## config.mk

```make
export PLATFORM = sky130hd
export DESIGN_NAME = universal_shift_reg_flat
export DESIGN_NICKNAME = d
export VERILOG_FILES = /design/src/rtl/universal_shift_reg_if.sv /design/src/rtl/universal_shift_reg.sv /design/src/flat_wrapper.sv
export SDC_FILE = /design/constraint.sdc
export NUM_CORES = 1
export LEC_CHECK = 0
export ABC_AREA = 1
export BUFFER_PORTS_ARGS = -buffer_cell sky130_fd_sc_hd__buf_2
export CORE_AREA = 2 2 39 41
export CTS_CLUSTER_DIAMETER = 200
export DETAILED_ROUTE_END_ITERATION = 8
export DIE_AREA = 0 0 41 43
export PLACE_DENSITY = 0.72
export REMOVE_ABC_BUFFERS = 1
export SYNTH_ARGS = -nofsm -noshare
export SYNTH_HDL_FRONTEND = slang
export SYNTH_SLANG_ARGS = --single-unit
```

## constraint.sdc

```tcl
create_clock -name clk -period 1.6 [get_ports clk]
set_clock_uncertainty 0.2 [all_clocks]
set_input_delay 0.32 -clock clk [delete_from_list [all_inputs] [get_ports clk]]
set_output_delay 0.32 -clock clk [all_outputs]
set_load 0.02 [all_outputs]
```

## src/rtl/universal_shift_reg_if.sv

```systemverilog
// Purpose : bundles the control/data inputs and the register outputs of
//           universal_shift_reg so the block connects through one port.
// Ports   : en, mode, serial_in, parallel_in (and rotate when USR_ROTATE_EN
//           is defined) go into the register; q, serial_out_left,
//           serial_out_right, shift_cnt and frame_done come out of it.
//           master = the side driving the controls, slave = the register.
interface universal_shift_reg_if #(
    parameter int WIDTH = 4
);
    localparam int CNT_W = $clog2(WIDTH + 1);

    logic             en;
    logic [1:0]       mode;
    logic             serial_in;
    logic [WIDTH-1:0] parallel_in;
`ifdef USR_ROTATE_EN
    logic             rotate;
`endif
    logic [WIDTH-1:0] q;
    logic             serial_out_left;
    logic             serial_out_right;
    logic [CNT_W-1:0] shift_cnt;
    logic             frame_done;

`ifdef USR_ROTATE_EN
    modport master (
        output en, mode, serial_in, parallel_in, rotate,
        input  q, serial_out_left, serial_out_right, shift_cnt, frame_done
    );
    modport slave (
        input  en, mode, serial_in, parallel_in, rotate,
        output q, serial_out_left, serial_out_right, shift_cnt, frame_done
    );
`else
    modport master (
        output en, mode, serial_in, parallel_in,
        input  q, serial_out_left, serial_out_right, shift_cnt, frame_done
    );
    modport slave (
        input  en, mode, serial_in, parallel_in,
        output q, serial_out_left, serial_out_right, shift_cnt, frame_done
    );
`endif
endinterface

```

## src/rtl/universal_shift_reg.sv

```systemverilog
// Purpose : WIDTH-bit universal shift register (hold / shift left / shift
//           right / parallel load) with clock enable, both serial outputs and
//           a frame counter that pulses frame_done after WIDTH same-direction
//           shifts.
// Latency : 1 cycle from inputs to q; serial outputs are wiring of q.
// Flow    : no backpressure; en=0 freezes all state for that edge.
// Ports   : clk, rst (async active-high), bus (slave modport): en, mode,
//           serial_in, parallel_in -> q, serial_out_left, serial_out_right,
//           shift_cnt, frame_done.
// Option  : define USR_ROTATE_EN to add bus.rotate; when set in a shift mode
//           the bit leaving the register re-enters at the other end.
module universal_shift_reg #(
    parameter int WIDTH = 4
) (
    input  logic                 clk,
    input  logic                 rst,
    universal_shift_reg_if.slave bus
);
    localparam int CNT_W = $clog2(WIDTH + 1);

    localparam logic [1:0] MODE_HOLD  = 2'b00;
    localparam logic [1:0] MODE_LEFT  = 2'b01;
    localparam logic [1:0] MODE_RIGHT = 2'b10;
    localparam logic [1:0] MODE_LOAD  = 2'b11;

    localparam logic DIR_LEFT  = 1'b0;
    localparam logic DIR_RIGHT = 1'b1;

    localparam logic [CNT_W-1:0] CNT_LAST = CNT_W'(WIDTH - 1);

    logic [WIDTH-1:0] q_r,        q_nxt;
    logic [CNT_W-1:0] cnt_r,      cnt_nxt;
    logic             last_dir_r, last_dir_nxt;
    logic             dir_vld_r,  dir_vld_nxt;
    logic             done_r,     done_nxt;

    // Bits entering on a left / right shift: serial_in, or the wrapped-around
    // end bit while rotating.
    logic left_in;
    logic right_in;

`ifdef USR_ROTATE_EN
    assign left_in  = bus.rotate ? q_r[WIDTH-1] : bus.serial_in;
    assign right_in = bus.rotate ? q_r[0]       : bus.serial_in;
`else
    assign left_in  = bus.serial_in;
    assign right_in = bus.serial_in;
`endif

    always_comb begin
        logic shifting;
        logic dir;

        q_nxt        = q_r;
        cnt_nxt      = cnt_r;
        last_dir_nxt = last_dir_r;
        dir_vld_nxt  = dir_vld_r;
        done_nxt     = 1'b0;
        shifting     = 1'b0;
        dir          = DIR_LEFT;

        if (bus.en) begin
            case (bus.mode)
                MODE_HOLD: begin
                end
                MODE_LEFT: begin
                    q_nxt    = {q_r[WIDTH-2:0], left_in};
                    shifting = 1'b1;
                    dir      = DIR_LEFT;
                end
                MODE_RIGHT: begin
                    q_nxt    = {right_in, q_r[WIDTH-1:1]};
                    shifting = 1'b1;
                    dir      = DIR_RIGHT;
                end
                MODE_LOAD: begin
                    // A load starts a fresh frame; the next shift counts as 1
                    // whatever its direction.
                    q_nxt       = bus.parallel_in;
                    cnt_nxt     = '0;
                    dir_vld_nxt = 1'b0;
                end
                default: begin
                end
            endcase

            if (shifting) begin
                if (!dir_vld_r || (dir != last_dir_r)) begin
                    // First shift of a frame, or a direction change: any
                    // partial frame is dropped without a pulse.
                    cnt_nxt      = CNT_W'(1);
                    last_dir_nxt = dir;
                    dir_vld_nxt  = 1'b1;
                end else if (cnt_r == CNT_LAST) begin
                    // WIDTH-th shift: pulse while q holds the full frame and
                    // wrap so the next frame follows with no idle cycle.
                    cnt_nxt  = '0;
                    done_nxt = 1'b1;
                end else begin
                    cnt_nxt = cnt_r + CNT_W'(1);
                end
            end
        end
    end

    always_ff @(posedge clk or posedge rst) begin
        if (rst) begin
            q_r        <= '0;
            cnt_r      <= '0;
            last_dir_r <= DIR_LEFT;
            dir_vld_r  <= 1'b0;
            done_r     <= 1'b0;
        end else begin
            q_r        <= q_nxt;
            cnt_r      <= cnt_nxt;
            last_dir_r <= last_dir_nxt;
            dir_vld_r  <= dir_vld_nxt;
            done_r     <= done_nxt;
        end
    end

    assign bus.q                = q_r;
    assign bus.serial_out_left  = q_r[WIDTH-1];
    assign bus.serial_out_right = q_r[0];
    assign bus.shift_cnt        = cnt_r;
    assign bus.frame_done       = done_r;

endmodule

```

## src/flat_wrapper.sv

```systemverilog
// flat-port wrapper written by rule: the top's interface ports become plain ports
module universal_shift_reg_flat 
#(
    parameter int WIDTH = 4
)
  (clk, rst, bus_en, bus_mode, bus_serial_in, bus_parallel_in, bus_q, bus_serial_out_left, bus_serial_out_right, bus_shift_cnt, bus_frame_done);
  universal_shift_reg_if #(.WIDTH(WIDTH)) bus_i ();
  input  logic clk;
  input  logic rst;
  input wire logic [$bits(bus_i.en)-1:0] bus_en;
  input wire logic [$bits(bus_i.mode)-1:0] bus_mode;
  input wire logic [$bits(bus_i.serial_in)-1:0] bus_serial_in;
  input wire logic [$bits(bus_i.parallel_in)-1:0] bus_parallel_in;
  output wire logic [$bits(bus_i.q)-1:0] bus_q;
  output wire logic [$bits(bus_i.serial_out_left)-1:0] bus_serial_out_left;
  output wire logic [$bits(bus_i.serial_out_right)-1:0] bus_serial_out_right;
  output wire logic [$bits(bus_i.shift_cnt)-1:0] bus_shift_cnt;
  output wire logic [$bits(bus_i.frame_done)-1:0] bus_frame_done;
  assign bus_i.en = bus_en;
  assign bus_i.mode = bus_mode;
  assign bus_i.serial_in = bus_serial_in;
  assign bus_i.parallel_in = bus_parallel_in;
  assign bus_q = bus_i.q;
  assign bus_serial_out_left = bus_i.serial_out_left;
  assign bus_serial_out_right = bus_i.serial_out_right;
  assign bus_shift_cnt = bus_i.shift_cnt;
  assign bus_frame_done = bus_i.frame_done;
  universal_shift_reg #(.WIDTH(WIDTH)) u_core (.clk(clk), .rst(rst), .bus(bus_i));
endmodule
```

==> results of run 1 <==
==> cell families after synthesis <==
kind of cell | count (synthesis) | synth area share [%]
adder cells (fa/ha/maj) | 4 | 8.44
buffers and inverters | 11 | 8.65
AND/OR/NAND/NOR | 48 | 36.5
AO/OA/AOI/OAI | 5 | 4.22
flip-flops | 10 | 42.2
==> timing repair <==
item | CTS | global route
hold buffers | 1 | 0
endpoints found under the hold margin | 10 | 0
setup buffers | 0 | 0
==> per-stage QoR <==
step           util, %  instances
2_1_floorplan        -         76
3_3_place_gp      50.1        111
3_5_place_dp      50.1        111
4_1_cts           53.4        116
5_1_grt           53.4        116
6_report          53.4        116
==> power by group <==
group	total [mW]	switching (mW)	internal (mW)
combinational	0.218	0.138	0.0804
clock	0.229	0.0908	0.138
sequential	0.324	0.0350	0.289
total	0.772	0.264	0.508
==> worst max-delay path by stage <==
stage	startpoint	slack (ps)	to	cells past startpoint
after floorplan	bus_mode[0]	280	u_core.bus.shift_cnt[0]	7
after global placement	bus_mode[0]	100	u_core.bus.q[2]	8
after detailed placement	bus_mode[0]	70	u_core.bus.shift_cnt[0]	8
after CTS	u_core.bus.shift_cnt[0]	230	bus_shift_cnt[0]	1
after global routing	u_core.bus.shift_cnt[0]	180	bus_shift_cnt[0]	1
final	u_core.bus.q[3]	230	bus_q[3]	1
==> sequential cells by signal, indices dropped and copies added, names as in the netlist <==
signal / flops
u_core.bus.q: 4
u_core.dir_vld_r: 1
u_core.bus.frame_done: 1
u_core.last_dir_r: 1
u_core.bus.shift_cnt: 3
==> cell usage after synthesis <==
cell type	n	area share, %
inv_1	6	3.8
nor2_2	1	1.1
nand2_2	1	1.1
nand3_2	1	1.7
nor3_2	1	1.7
buf_4	2	2.5
nand2_1	34	22
dfrtp_1	10	42
a21oi_1	2	1.7
o21ai_0	1	0.84
nor2_1	2	1.3
nand3_1	5	4.2
nor2_4	1	1.9
inv_4	1	1.1
ha_1	4	8.4
inv_2	2	1.3
o21ai_1	2	1.7
nand4_1	2	2.1
==> routing by layer <==
layer	wire length, µm	vias up	share of wire [%]	global-route usage [%]
li1	-	288	-	-
met1	540	262	46	23.7
met2	536	18	45	21.9
met3	71	5	6.0	3.14
met4	38	0	3.2	12.0
met5	0	-	0	0
==> cell type report <==
cell class	instances	area, µm²	area share (%)
Clock buffer	4	36.3	4.91
Inverter	9	36.3	4.91
Multi-Input combinational cell	57	292	39.4
Sequential cell	10	250	33.8
Tap cell	16	20.0	2.71
Timing Repair Buffer	20	105	14.2
==> tightest hold or removal path: stages <==
cell and delay, ps:
buf_2 120, nand3_1 80, nand2_1 60
==> results.tsv, run 1 <==
stage	metric	value	unit
setup_path	critPathSlowestCell	dfrtp_1	
sta	setup_tns	0	ps
setup_path	cp.required	1080	ps
power_and_ir_drop	leakage	0.423	nW
clocking	clockRootBuffer	clkbuf_4	
cells_and_area	drive_gt1_share	31.0	%
setup_path	path_class	register to output port	
routing	num_vias	573	
synthesis	ys.warnings.count	0	
synthesis	yosysSeqAreaShare	42.2	%
setup_path	critPathLaunchType	register	
sta	hold-worst-slack	139	ps
routing	drt-total-wl	1.19	mm
setup_path	crit_chain	buf_2	
routing	drt_iter0_drc	8	
setup_path	crit_fanout	4	
setup_path	cp_data_arrival_time	850	ps
routing	avgViaCountPerCell	4.94	
setup_path	worst_r2r_path_depth	4	
hold_path	min_to	u_core.dir_vld_r	
placement	hpwl	909	µm
synthesis	yosys_register_bits	10	
global_route	grt_start_max_net_pins	11	
synthesis	synth_cell_types	18	
power_and_ir_drop	irDropWorstVdd	0.000585	V
clocking	cts.sinks	10	
floorplanning	die-area	1760	µm²
hold_path	hold_class	input port to register	
sta	final_hold_viol_count	0	
floorplanning	start_util	42.9	%
routing	wl_per_cell	10.2	µm
synthesis	syn-cell-area	593	µm²
setup_path	slowest_delay	410	ps
sta	drv_slew	0	
cells_and_area	layout.nets	115	
routing	final_antenna_net_count	0	
run	drv_cap	0	
clocking	h-tree-depth	1	
placement	port_buffers	19	
sta	fmax	0.728	GHz
floorplanning	die_height	43	µm
hold_path	holdCritStartpoint	bus_en	
hold_path	hold_depth	3	
routing	drtPass1Iterations	4	
cells_and_area	area_delta_synth_final	24.7	%
floorplanning	core-area	1380	µm²
setup_path	ff2ff_setup_slack	350	ps
cells_and_area	mostFrequentLayoutCell	nand2_1	
clocking	cts_tree	yes	
clocking	clk_latency	270	ps
sta	worst_pin_slew	391	ps
cells_and_area	fin_area	739	µm²
sta	rsz0062_at_grt	no	
placement	gp_congestion	0.879	
routing	drcViolationCount	0	
synthesis	syn_avg_cell_area	7.60	µm²
global_route	grt_usage	16.8	%
sta	fin_ws	227	ps
floorplanning	die_w	41	µm
floorplanning	io_pins	20	
clocking	post_cts_resized	0	
sta	setup_violations	0	
setup_path	rr_startpoint	u_core.bus.shift_cnt[0]	
setup_path	cp-end-kind	output port	
setup_path	r2r-end	u_core.bus.shift_cnt[1]	
clocking	clk_pin_slew_worst_paths	70	ps
global_route	grt-ovfl-total	0	
global_route	grt_pass1_vias	463	
status	status	finished, final reports clean	
global_route	antenna_found_initial	0	
clocking	clockBufferDepth	2	
sta	finalCritPeriodShare	85.8	%
cells_and_area	layout_common_cells	nand2_1, buf_2, dfrtp_1	
setup_path	path_buf_inv	1	
sta	max_slew_margin	73.9	%
setup_path	crit_family	flip-flops	
floorplanning	row_count	14	
synthesis	syn_inst	78	
placement	dpl_worst_slack	67.0	ps
cells_and_area	insertedDiodeCount	0	
power_and_ir_drop	power_density	1040	nW/µm²
placement	place_area	693	µm²
global_route	grt_first_pass_wirelength	1.97	mm
cells_and_area	nFillCells	129	
power_and_ir_drop	power	0.772	mW
sta	finalCriticalPeriod	1370	ps
clocking	cts_buffers	3	
Note: power is estimated with default switching activity, not from simulation.
==> run 2, diff against run 1 <==
--- a/config.mk
+++ b/config.mk
@@ -7,11 +7,12 @@
 export LEC_CHECK = 0
 export ABC_AREA = 1
 export BUFFER_PORTS_ARGS = -buffer_cell sky130_fd_sc_hd__buf_2
-export CORE_AREA = 2 2 39 41
+export CELL_PAD_IN_SITES_DETAIL_PLACEMENT = 0
+export CELL_PAD_IN_SITES_GLOBAL_PLACEMENT = 1
+export CORE_UTILIZATION = 33
 export CTS_CLUSTER_DIAMETER = 200
 export DETAILED_ROUTE_END_ITERATION = 8
-export DIE_AREA = 0 0 41 43
-export PLACE_DENSITY = 0.72
+export PLACE_DENSITY_LB_ADDON = 0.1
 export REMOVE_ABC_BUFFERS = 1
 export SYNTH_ARGS = -nofsm -noshare
 export SYNTH_HDL_FRONTEND = slang
==> results.tsv, run 2 (same netlist as run 1, synthesis figures left out) <==
stage	metric	value	unit
status	status	finished, final reports clean	
floorplanning	core-area	1590	µm²
setup_path	crit_chain	buf_2	
global_route	grt_first_pass_wirelength	2.18	mm
routing	wl_per_cell	10.5	µm
sta	hold-worst-slack	143	ps
clocking	clockRootBuffer	clkbuf_4	
clocking	h-tree-depth	1	
sta	setup_tns	0	ps
clocking	cts_buffers	3	
global_route	grt-ovfl-total	0	
global_route	grt_start_max_net_pins	11	
routing	num_vias	550	
clocking	post_cts_buffers	0	
cells_and_area	layout_common_cells	nand2_1, buf_2, dfrtp_1	
clocking	clk_pin_slew_worst_paths	70	ps
power_and_ir_drop	leakage	0.426	nW
sta	rsz0062_at_grt	no	
sta	finalCriticalPeriod	1370	ps
floorplanning	die_height	44.4	µm
setup_path	slowest_delay	420	ps
routing	final_antenna_net_count	0	
floorplanning	row_count	14	
clocking	clockBufferDepth	2	
cells_and_area	mostFrequentLayoutCell	nand2_1	
cells_and_area	largest_register_ffs	4	
placement	gp_congestion	0.810	
cells_and_area	drive_gt1_share	31.7	%
clocking	cts_tree	yes	
routing	drtPass1Iterations	4	
run	drv_cap	0	
setup_path	cp-end-kind	output port	
sta	drv_slew	0	
setup_path	critPathSlowestCell	dfrtp_1	
cells_and_area	area_delta_synth_final	26.6	%
placement	place_area	718	µm²
setup_path	crit_family	flip-flops	
floorplanning	die_w	44.4	µm
setup_path	path_class	register to output port	
floorplanning	die-area	1970	µm²
setup_path	critPathLaunchType	register	
sta	final_hold_viol_count	0	
power_and_ir_drop	irDropWorstVdd	0.000529	V
global_route	grt_pass1_vias	491	
sta	finalCritPeriodShare	85.6	%
routing	drcViolationCount	0	
cells_and_area	stdcell_count	125	
routing	avgViaCountPerCell	4.40	
setup_path	path_buf_inv	1	
setup_path	cp.required	1080	ps
placement	hpwl	981	µm
cells_and_area	insertedDiodeCount	0	
sta	worst_pin_slew	426	ps
hold_path	hold_class	input port to register	
clocking	clk_latency	260	ps
global_route	antenna_found_initial	0	
global_route	grt_usage	15.8	%
setup_path	cp_data_arrival_time	850	ps
cells_and_area	fin_area	751	µm²
sta	setup_violations	0	
cells_and_area	layout.nets	117	
routing	drt-total-wl	1.31	mm
floorplanning	io_pins	20	
routing	drt_iter0_drc	13	
clocking	cts.sinks	10	
sta	fmax	0.730	GHz
placement	port_buffers	19	
sta	max_slew_margin	71.6	%
floorplanning	start_util	37.2	%
power_and_ir_drop	power_density	961	nW/µm²
cells_and_area	postLayoutCoreUtil	47.1	%
setup_path	crit_fanout	4	
clocking	hold_buffers	1	
placement	placedCellCount	121	
clocking	post_cts_resized	0	
run 2: changes by cell type in the layout (fill, tap and decap cells not counted):
| cell | before | now |
|---|---|---|
| clkbuf_8 | 1 | 0 |
| buf_4 | 0 | 2 |
run 2: worst min-delay path: cells and delay by family:
kind,cells,cell delay (ps)
buf+inv,1,120
simple gates,2,130
run 2: where the power goes:
group | leakage [nW] | switching, mW | total [mW] | internal, mW
Sequential | 0.129 | 0.0361 | 0.325 | 0.289
Combinational | 0.283 | 0.140 | 0.223 | 0.0828
Clock | 0.0138 | 0.0860 | 0.173 | 0.0868
run 2: stage by stage:
step	setup slack (ps)	total power [mW]
after CTS	219	0.732
after global routing	178	0.777
after detailed placement	117	0.553
final	230	0.721
after floorplan	284	0.474
after global placement	117	0.553
run 2: path summary, 6_finish.rpt:
path,cells after the start,endpoint,start,slack (ps)
max,1,bus_q[2],u_core.bus.q[2],230
min,3,u_core.dir_vld_r,bus_en,140
max reg2reg,4,u_core.bus.shift_cnt[2],u_core.bus.shift_cnt[0],350
min reg2reg,2,u_core.bus.shift_cnt[1],u_core.bus.shift_cnt[1],330
max in group asynchronous,3,u_core.dir_vld_r,rst,520
min in group asynchronous,3,u_core.bus.shift_cnt[1],rst,390
run 2: routing by layer:
layer | vias to the layer above | global-route usage [%] | share of wire, %
met4 | 0 | 9.09 | 0.92
li1 | 290 | - | -
met2 | 18 | 22.4 | 41
met5 | - | 0 | 0
met3 | 2 | 3.67 | 4.6
met1 | 240 | 21.9 | 54
run 2: area by class of cell:
class	count	area, µm²
Tap cell	24	30.0
Sequential cell	10	250
Fill cell	164	843
Timing Repair Buffer	22	120
Clock buffer	3	22.5
Inverter	9	36.3
Multi-Input combinational cell	57	292
